===== src/rtl/psum_pkg.sv =====
// rtl/psum_pkg.sv - shared psum bank geometry defaults and FSM state encodings
package psum_pkg;
    localparam int PSUM_SMALL_BANK_COUNT = 3;
    localparam int PSUM_BIG_BANK_COUNT   = 3;
    localparam int PSUM_SMALL_THRESHOLD  = 16;
    localparam int PSUM_ADDR_WIDTH       = 8;
    localparam int PSUM_GPR_WIDTH        = 6;

    typedef enum logic [1:0] {
        PSUM_IDLE   = 2'd0,
        PSUM_ALLOC  = 2'd1,
        PSUM_WRITE  = 2'd2,
        PSUM_COMMIT = 2'd3
    } psum_state_e;
endpackage


===== src/rtl/psum_bank_alloc.sv =====
// rtl/psum_bank_alloc.sv - combinational priority search for a reusable or free psum bank
module psum_bank_alloc
    import psum_pkg::*;
#(
    parameter int SMALL_BANK_COUNT = PSUM_SMALL_BANK_COUNT,
    parameter int BIG_BANK_COUNT   = PSUM_BIG_BANK_COUNT,
    parameter int SMALL_THRESHOLD  = PSUM_SMALL_THRESHOLD,
    parameter int ADDR_WIDTH       = PSUM_ADDR_WIDTH,
    parameter int GPR_WIDTH        = PSUM_GPR_WIDTH,
    parameter int TOTAL_BANK_COUNT = SMALL_BANK_COUNT + BIG_BANK_COUNT,
    parameter int BANK_INDEX_WIDTH = $clog2(TOTAL_BANK_COUNT)
) (
    input  logic [TOTAL_BANK_COUNT-1:0]           bank_valid,
    input  logic [TOTAL_BANK_COUNT*GPR_WIDTH-1:0] bank_op_id_flat,
    input  logic [GPR_WIDTH-1:0]                  op_id,
    input  logic [ADDR_WIDTH-1:0]                 seq_len,
    output logic                                  match_found,
    output logic [BANK_INDEX_WIDTH-1:0]           match_idx,
    output logic                                  free_found,
    output logic [BANK_INDEX_WIDTH-1:0]           free_idx
);
    localparam logic [ADDR_WIDTH-1:0] THRESH = ADDR_WIDTH'(SMALL_THRESHOLD);

    logic fits_small;

    // Loops run high-to-low so the last hit written is the lowest index.
    always_comb begin
        match_found = 1'b0;
        match_idx   = '0;
        free_found  = 1'b0;
        free_idx    = '0;
        fits_small  = (seq_len <= THRESH);
        for (int k = TOTAL_BANK_COUNT - 1; k >= 0; k--) begin
            if (bank_valid[k] && (bank_op_id_flat[k*GPR_WIDTH +: GPR_WIDTH] == op_id)) begin
                match_found = 1'b1;
                match_idx   = BANK_INDEX_WIDTH'(k);
            end
        end
        for (int k = TOTAL_BANK_COUNT - 1; k >= SMALL_BANK_COUNT; k--) begin
            if (!bank_valid[k]) begin
                free_found = 1'b1;
                free_idx   = BANK_INDEX_WIDTH'(k);
            end
        end
        // A free small bank overrides the big-bank candidate for short sequences.
        if (fits_small) begin
            for (int k = SMALL_BANK_COUNT - 1; k >= 0; k--) begin
                if (!bank_valid[k]) begin
                    free_found = 1'b1;
                    free_idx   = BANK_INDEX_WIDTH'(k);
                end
            end
        end
    end
endmodule


===== src/rtl/psum_writer.sv =====
// rtl/psum_writer.sv - allocates a psum bank per sequence and streams beat writes into it
module psum_writer
    import psum_pkg::*;
#(
    parameter int SMALL_BANK_COUNT = PSUM_SMALL_BANK_COUNT,
    parameter int BIG_BANK_COUNT   = PSUM_BIG_BANK_COUNT,
    parameter int SMALL_THRESHOLD  = PSUM_SMALL_THRESHOLD,
    parameter int ADDR_WIDTH       = PSUM_ADDR_WIDTH,
    parameter int GPR_WIDTH        = PSUM_GPR_WIDTH,
    parameter int TOTAL_BANK_COUNT = SMALL_BANK_COUNT + BIG_BANK_COUNT,
    parameter int BANK_INDEX_WIDTH = $clog2(TOTAL_BANK_COUNT)
) (
    input  logic                                  clk,
    input  logic                                  reset,
    input  logic                                  start_write,
    input  logic [GPR_WIDTH-1:0]                  write_operation_id,
    input  logic [ADDR_WIDTH-1:0]                 write_seq_length,
    input  logic                                  psum_in_valid,
    input  logic                                  stall,
    input  logic [TOTAL_BANK_COUNT-1:0]           bank_clear_in,
    output logic                                  busy,
    output logic                                  req_accepted,
    output logic                                  req_rejected,
    output logic                                  no_free_bank,
    output logic                                  write_valid,
    output logic                                  write_accumulate,
    output logic [ADDR_WIDTH-1:0]                 psum_write_address,
    output logic [BANK_INDEX_WIDTH-1:0]           psum_bank_index,
    output logic [TOTAL_BANK_COUNT*GPR_WIDTH-1:0] bank_op_id_flat,
    output logic [TOTAL_BANK_COUNT-1:0]           bank_valid
);
    psum_state_e                          state_q, state_d;
    logic [GPR_WIDTH-1:0]                 op_id_q, op_id_d;
    logic [ADDR_WIDTH-1:0]                len_q, len_d;
    logic [ADDR_WIDTH-1:0]                cnt_q, cnt_d;
    logic [BANK_INDEX_WIDTH-1:0]          bank_idx_q, bank_idx_d;
    logic                                 accum_q, accum_d;
    logic [TOTAL_BANK_COUNT-1:0]          bank_valid_q, bank_valid_d;
    logic [TOTAL_BANK_COUNT*GPR_WIDTH-1:0] bank_op_id_q, bank_op_id_d;
    logic                                 busy_q, busy_d;
    logic                                 req_accepted_q, req_accepted_d;
    logic                                 req_rejected_q, req_rejected_d;
    logic                                 no_free_bank_q, no_free_bank_d;
    logic                                 write_valid_q, write_valid_d;
    logic                                 write_accumulate_q, write_accumulate_d;
    logic [ADDR_WIDTH-1:0]                wr_addr_q, wr_addr_d;

    logic [TOTAL_BANK_COUNT-1:0]          valid_eff;
    logic [TOTAL_BANK_COUNT-1:0]          owned_mask;
    logic                                 match_found, free_found;
    logic [BANK_INDEX_WIDTH-1:0]          match_idx, free_idx;
    logic                                 beat_accept, last_beat, len_zero;

    // Same-cycle clears are applied before the search sees the banks.
    assign valid_eff   = bank_valid_q & ~bank_clear_in;
    assign beat_accept = (state_q == PSUM_WRITE) && psum_in_valid && !stall;
    assign last_beat   = (cnt_q == (len_q - ADDR_WIDTH'(1)));
    assign len_zero    = (len_q == '0);

    psum_bank_alloc #(
        .SMALL_BANK_COUNT (SMALL_BANK_COUNT),
        .BIG_BANK_COUNT   (BIG_BANK_COUNT),
        .SMALL_THRESHOLD  (SMALL_THRESHOLD),
        .ADDR_WIDTH       (ADDR_WIDTH),
        .GPR_WIDTH        (GPR_WIDTH),
        .TOTAL_BANK_COUNT (TOTAL_BANK_COUNT),
        .BANK_INDEX_WIDTH (BANK_INDEX_WIDTH)
    ) u_alloc (
        .bank_valid      (valid_eff),
        .bank_op_id_flat (bank_op_id_q),
        .op_id           (op_id_q),
        .seq_len         (len_q),
        .match_found     (match_found),
        .match_idx       (match_idx),
        .free_found      (free_found),
        .free_idx        (free_idx)
    );

    always_ff @(posedge clk or posedge reset) begin
        if (reset) begin
            state_q            <= PSUM_IDLE;
            op_id_q            <= '0;
            len_q              <= '0;
            cnt_q              <= '0;
            bank_idx_q         <= '0;
            accum_q            <= 1'b0;
            bank_valid_q       <= '0;
            bank_op_id_q       <= '0;
            busy_q             <= 1'b0;
            req_accepted_q     <= 1'b0;
            req_rejected_q     <= 1'b0;
            no_free_bank_q     <= 1'b0;
            write_valid_q      <= 1'b0;
            write_accumulate_q <= 1'b0;
            wr_addr_q          <= '0;
        end else begin
            state_q            <= state_d;
            op_id_q            <= op_id_d;
            len_q              <= len_d;
            cnt_q              <= cnt_d;
            bank_idx_q         <= bank_idx_d;
            accum_q            <= accum_d;
            bank_valid_q       <= bank_valid_d;
            bank_op_id_q       <= bank_op_id_d;
            busy_q             <= busy_d;
            req_accepted_q     <= req_accepted_d;
            req_rejected_q     <= req_rejected_d;
            no_free_bank_q     <= no_free_bank_d;
            write_valid_q      <= write_valid_d;
            write_accumulate_q <= write_accumulate_d;
            wr_addr_q          <= wr_addr_d;
        end
    end

    always_comb begin
        state_d    = state_q;
        op_id_d    = op_id_q;
        len_d      = len_q;
        cnt_d      = cnt_q;
        bank_idx_d = bank_idx_q;
        accum_d    = accum_q;
        case (state_q)
            PSUM_IDLE: begin
                if (start_write) begin
                    op_id_d = write_operation_id;
                    len_d   = write_seq_length;
                    state_d = PSUM_ALLOC;
                end
            end
            PSUM_ALLOC: begin
                cnt_d = '0;
                if (len_zero) begin
                    state_d = PSUM_IDLE;
                end else if (match_found) begin
                    bank_idx_d = match_idx;
                    accum_d    = 1'b1;
                    state_d    = PSUM_WRITE;
                end else if (free_found) begin
                    bank_idx_d = free_idx;
                    accum_d    = 1'b0;
                    state_d    = PSUM_WRITE;
                end else begin
                    state_d = PSUM_IDLE;
                end
            end
            PSUM_WRITE: begin
                if (beat_accept) begin
                    cnt_d = cnt_q + ADDR_WIDTH'(1);
                    if (last_beat) state_d = PSUM_COMMIT;
                end
            end
            PSUM_COMMIT: state_d = PSUM_IDLE;
            default:     state_d = PSUM_IDLE;
        endcase
    end

    // The bank being written is shielded from reader clears until it commits.
    always_comb begin
        owned_mask   = ((state_q == PSUM_WRITE) || (state_q == PSUM_COMMIT))
                     ? (TOTAL_BANK_COUNT'(1) << bank_idx_q) : '0;
        bank_valid_d = bank_valid_q & ~(bank_clear_in & ~owned_mask);
        bank_op_id_d = bank_op_id_q;
        if (state_q == PSUM_COMMIT) begin
            bank_valid_d[bank_idx_q]                         = 1'b1;
            bank_op_id_d[bank_idx_q*GPR_WIDTH +: GPR_WIDTH] = op_id_q;
        end
    end

    always_comb begin
        busy_d             = (state_d != PSUM_IDLE);
        req_accepted_d     = (state_q == PSUM_ALLOC) && !len_zero && (match_found || free_found);
        no_free_bank_d     = (state_q == PSUM_ALLOC) && !len_zero && !match_found && !free_found;
        req_rejected_d     = ((state_q == PSUM_ALLOC) && len_zero)
                           || ((state_q != PSUM_IDLE) && start_write);
        write_valid_d      = beat_accept;
        write_accumulate_d = beat_accept && accum_q;
        wr_addr_d          = beat_accept ? cnt_q : wr_addr_q;
    end

    assign busy               = busy_q;
    assign req_accepted       = req_accepted_q;
    assign req_rejected       = req_rejected_q;
    assign no_free_bank       = no_free_bank_q;
    assign write_valid        = write_valid_q;
    assign write_accumulate   = write_accumulate_q;
    assign psum_write_address = wr_addr_q;
    assign psum_bank_index    = bank_idx_q;
    assign bank_op_id_flat    = bank_op_id_q;
    assign bank_valid         = bank_valid_q;
endmodule


===== config.mk =====
export PLATFORM = sky130hd
export DESIGN_NAME = psum_writer
export DESIGN_NICKNAME = d
export VERILOG_FILES = /design/src/rtl/psum_pkg.sv /design/src/rtl/psum_bank_alloc.sv /design/src/rtl/psum_writer.sv
export SDC_FILE = /design/constraint.sdc
export NUM_CORES = 1
export LEC_CHECK = 0
export ABC_AREA = 1
export CAP_MARGIN = 30
export CORE_ASPECT_RATIO = 1.1
export CORE_MARGIN = 2
export CORE_UTILIZATION = 25
export DETAILED_ROUTE_END_ITERATION = 12
export PLACE_DENSITY_LB_ADDON = 0.15
export SLEW_MARGIN = 10
export SYNTH_ARGS = -nofsm -noshare
export SYNTH_HDL_FRONTEND = slang
export SYNTH_SLANG_ARGS = --single-unit
export TNS_END_PERCENT = 20

===== constraint.sdc =====
create_clock -name clk -period 8.7 [get_ports clk]
set_clock_uncertainty 0.05 [all_clocks]
set_input_delay 1.74 -clock clk [delete_from_list [all_inputs] [get_ports clk]]
set_output_delay 1.74 -clock clk [all_outputs]
set_load 0.005 [all_outputs]

==> impl_metrics.json <==
{
  "status": "completed",
  "cts_sinks": 84,
  "io_pins": 84,
  "power_density_nw_per_um2": 132,
  "r2r-end": "bank_op_id_flat[7]",
  "coreArea_um2": 22000,
  "fin_crit_ns": 3.81,
  "synthDistinctLibCells": 40,
  "synth_top_area_share": 0.379,
  "async_reset_ff_frac": 1.00,
  "leakagePower_nw": 3.14,
  "yosys_warnings": 0,
  "grt_pass1_wl_mm": 30.0,
  "required_ns": 8.89,
  "post-route-period-util": 0.438,
  "synth_largest_area_cell": "dfrtp_1",
  "synth_edf_count": 0,
  "crit_start": "psum_bank_index[0]",
  "h-tree-depth": 3,
  "rsz0062_at_grt": "no",
  "synth.area.top_cells": "dfrtp_1 (38%), nand2_1 (20%), inv_1 (5.5%), nor2_1 (5.5%), o21ai_0 (5.2%)",
  "fin_hold_ws_ns": 0.411,
  "endpoint_kind": "flop",
  "worstSkewPairLatency_ns": 0.36,
  "swShare": 0.247,
  "overflow": 0,
  "setup_tns_ns": 0,
  "cp-endpoint": "bank_op_id_flat[7]",
  "rr_startpoint": "psum_bank_index[0]",
  "clockBufferDepth": 2,
  "fp-row-count": 57,
  "die_area_um2": 23400,
  "grt_max_degree": 63,
  "via_per_inst": 4.52,
  "reg2reg_depth": 13,
  "worst_slew_pin_slew_ns": 0.819,
  "dp_hpwl_mm": 15.1,
  "wire_per_inst_um": 16.0,
  "cts_buffers": 9,
  "floorplan.initialDensity": 0.253,
  "p_clk_frac": 0.453,
  "cts_resized": 0,
  "die_x_um": 146,
  "worst_ep_arrival_time_ns": 3.99,
  "slew_headroom": 0.454,
  "drc": 0,
  "vias": 5379,
  "grt_pass1_vias": 5295,
  "synth.avg_cell_area_um2": 6.83,
  "layout-drive-gt1-share": 0.0648,
  "timing.max_cap.violations": 0,
  "clockRootBuffer": "clkbuf_16",
  "routed_wl_mm": 19.0,
  "p_sw_uw": 226,
  "post_cts_buffers": 0,
  "die_y_um": 160,
  "first_iter_violations": 365,
  "synthToLayoutAreaGrowth_pct": 25.3,
  "crit_type": "flop to flop",
  "ys_ff_latch": 84,
  "p_comb_frac": 0.084,
  "cts_tree": "yes",
  "syn_area_um2": 5550,
  "path_max_fanout": 20,
  "start_kind": "flop",
  "io_buffers": 83,
  "num_antenna_cells": 0,
  "antenna_found_initial": 0,
  "syn-num-nets": 852,
  "synth-seq-area-share": 0.379,
  "dr.pass1.iters": 5,
  "rrSetupSlack_ns": 4.89,
  "fin_nets": 930,
  "synth_top_flop_cell": "dfrtp_1",
  "drtAntennaViolNets": 0,
  "pwr-share-seq": 0.463,
  "track_usage": 0.165,
  "max_freq_mhz": 263,
  "place.gp.congestion": 0.946,
  "maxSlewViolCount": 0,
  "clk_pin_slew_ns": 0.07,
  "intPower_uw": 689,
  "synth_cells": 812,
  "hold_class": "flop to flop",
  "hold_violations": 0,
  "cts_hold_buf": 0,
  "finalSetupViolations": 0,
  "max-vdd-ir-drop_mv": 0.0884
}
[cell usage after synthesis (3+ instances only)]
cell type and n:
inv_1 81, nor3_1 9, dfrtp_1 84, nand2_4 4, buf_6 5, xor2_1 10, nand3_2 4, nand3b_1 3
o22ai_1 7, inv_2 13, nand2_1 303, nor2_1 81, nand2_2 4, o21ai_0 58, a31oi_1 6, buf_4 6
clkbuf_1 5, a21oi_1 12, xnor2_1 5, o21ai_1 7, nor2_4 3, nand3_1 57, ha_1 14, nand4_1 10
[placed cells by master, fill, tap and decap left out, drive strengths merged]
cell	count
and3	1
dfrtp	84
o21ai	67
a31oi	6
nand2	311
nor3	12
clkinv	4
clkbuf	11
nand4	10
nor3b	1
buf	1
xor2	10
clkdlybuf4s50	83
o41ai	1
a21oi	13
inv	97
xnor2	6
ha	14
bufinv	1
nand3	61
nor2	86
mux2	1
o22ai	7
nand3b	3
fa	1
nor4	3
[power by group through the flow]
stage | clock network, mW | logic [mW] | registers, mW
floorplan | 0 | 0.0389 | 0.428
global placement | 0 | 0.0787 | 0.431
detailed placement | 0 | 0.0777 | 0.431
CTS | 0.425 | 0.0792 | 0.423
global route | 0.440 | 0.0897 | 0.426
finish | 0.415 | 0.0772 | 0.423
[layout make-up]
type,count,area [µm²]
sequential,84,2100
clock buffer,11,253
multi-input combinational,614,2950
tap,295,369
fill,2454,15000
inverter,97,370
clock inverter,5,65.1
timing repair buffer,84,838
[worst min-delay path by stage]
stage	startpoint	endpoint	slack, ns	cells after the start
final	cnt_q[3]	cnt_q[3]	0.41	1
after global routing	cnt_q[3]	cnt_q[3]	0.45	1
after CTS	cnt_q[3]	cnt_q[3]	0.42	1
after detailed placement	cnt_q[3]	cnt_q[3]	0.41	1
after global placement	cnt_q[3]	cnt_q[3]	0.40	1
after floorplan	cnt_q[6]	cnt_q[6]	0.38	1
[logic make-up after synthesis]
kind of cell,Yosys count,share of synthesized area
compound gates,94,0.0904
xor+xnor,16,0.0266
fa+ha+maj,15,0.0352
buf+inv,114,0.0891
flops,84,0.379
mux,1,0.00203
simple gates,488,0.378
[critical path, stage by stage (launching register included)]
cell     delay, ns
dfrtp_1       0.64
ha_1          0.42
fa_1          0.46
xnor2_2       0.19
nand2_1       0.09
inv_1         0.05
ha_1          0.53
inv_1         0.19
nor2_1        0.18
inv_1         0.14
nor2_1        0.12
nand2_1       0.08
nor2_1        0.20
mux2_2        0.35
[state kept, by name, summed over array words and instances (netlist names), 2 cells and up]
register,cells
psum_write_address,8
len_q,8
bank_valid,6
psum_bank_index,3
bank_op_id_flat,36
op_id_q,6
state_q,2
cnt_q,8
[stage by stage]
stage / setup WS, ns / instance area (µm²) / power, mW / instances / util
after floorplan: 4.74 / 5550 / 0.467 / 812 / -
after global placement: 5.02 / 6630 / 0.510 / 1174 / 0.302
after detailed placement: 4.96 / 6630 / 0.509 / 1174 / 0.302
after CTS: 4.95 / 6950 / 0.928 / 1190 / 0.316
after global routing: 4.60 / 6950 / 0.957 / 1190 / 0.316
final: 4.89 / 6950 / 0.915 / 1190 / 0.316
[metal layers]
metal	part of all wire	global-route usage	up-vias	wire length, µm
li1	-	-	2734	-
met1	0.47	0.219	2455	8880
met2	0.46	0.273	159	8800
met3	0.046	0.0300	31	877
met4	0.024	0.0552	0	464
met5	0	0	-	0
(Power assumes the default switching activity.)
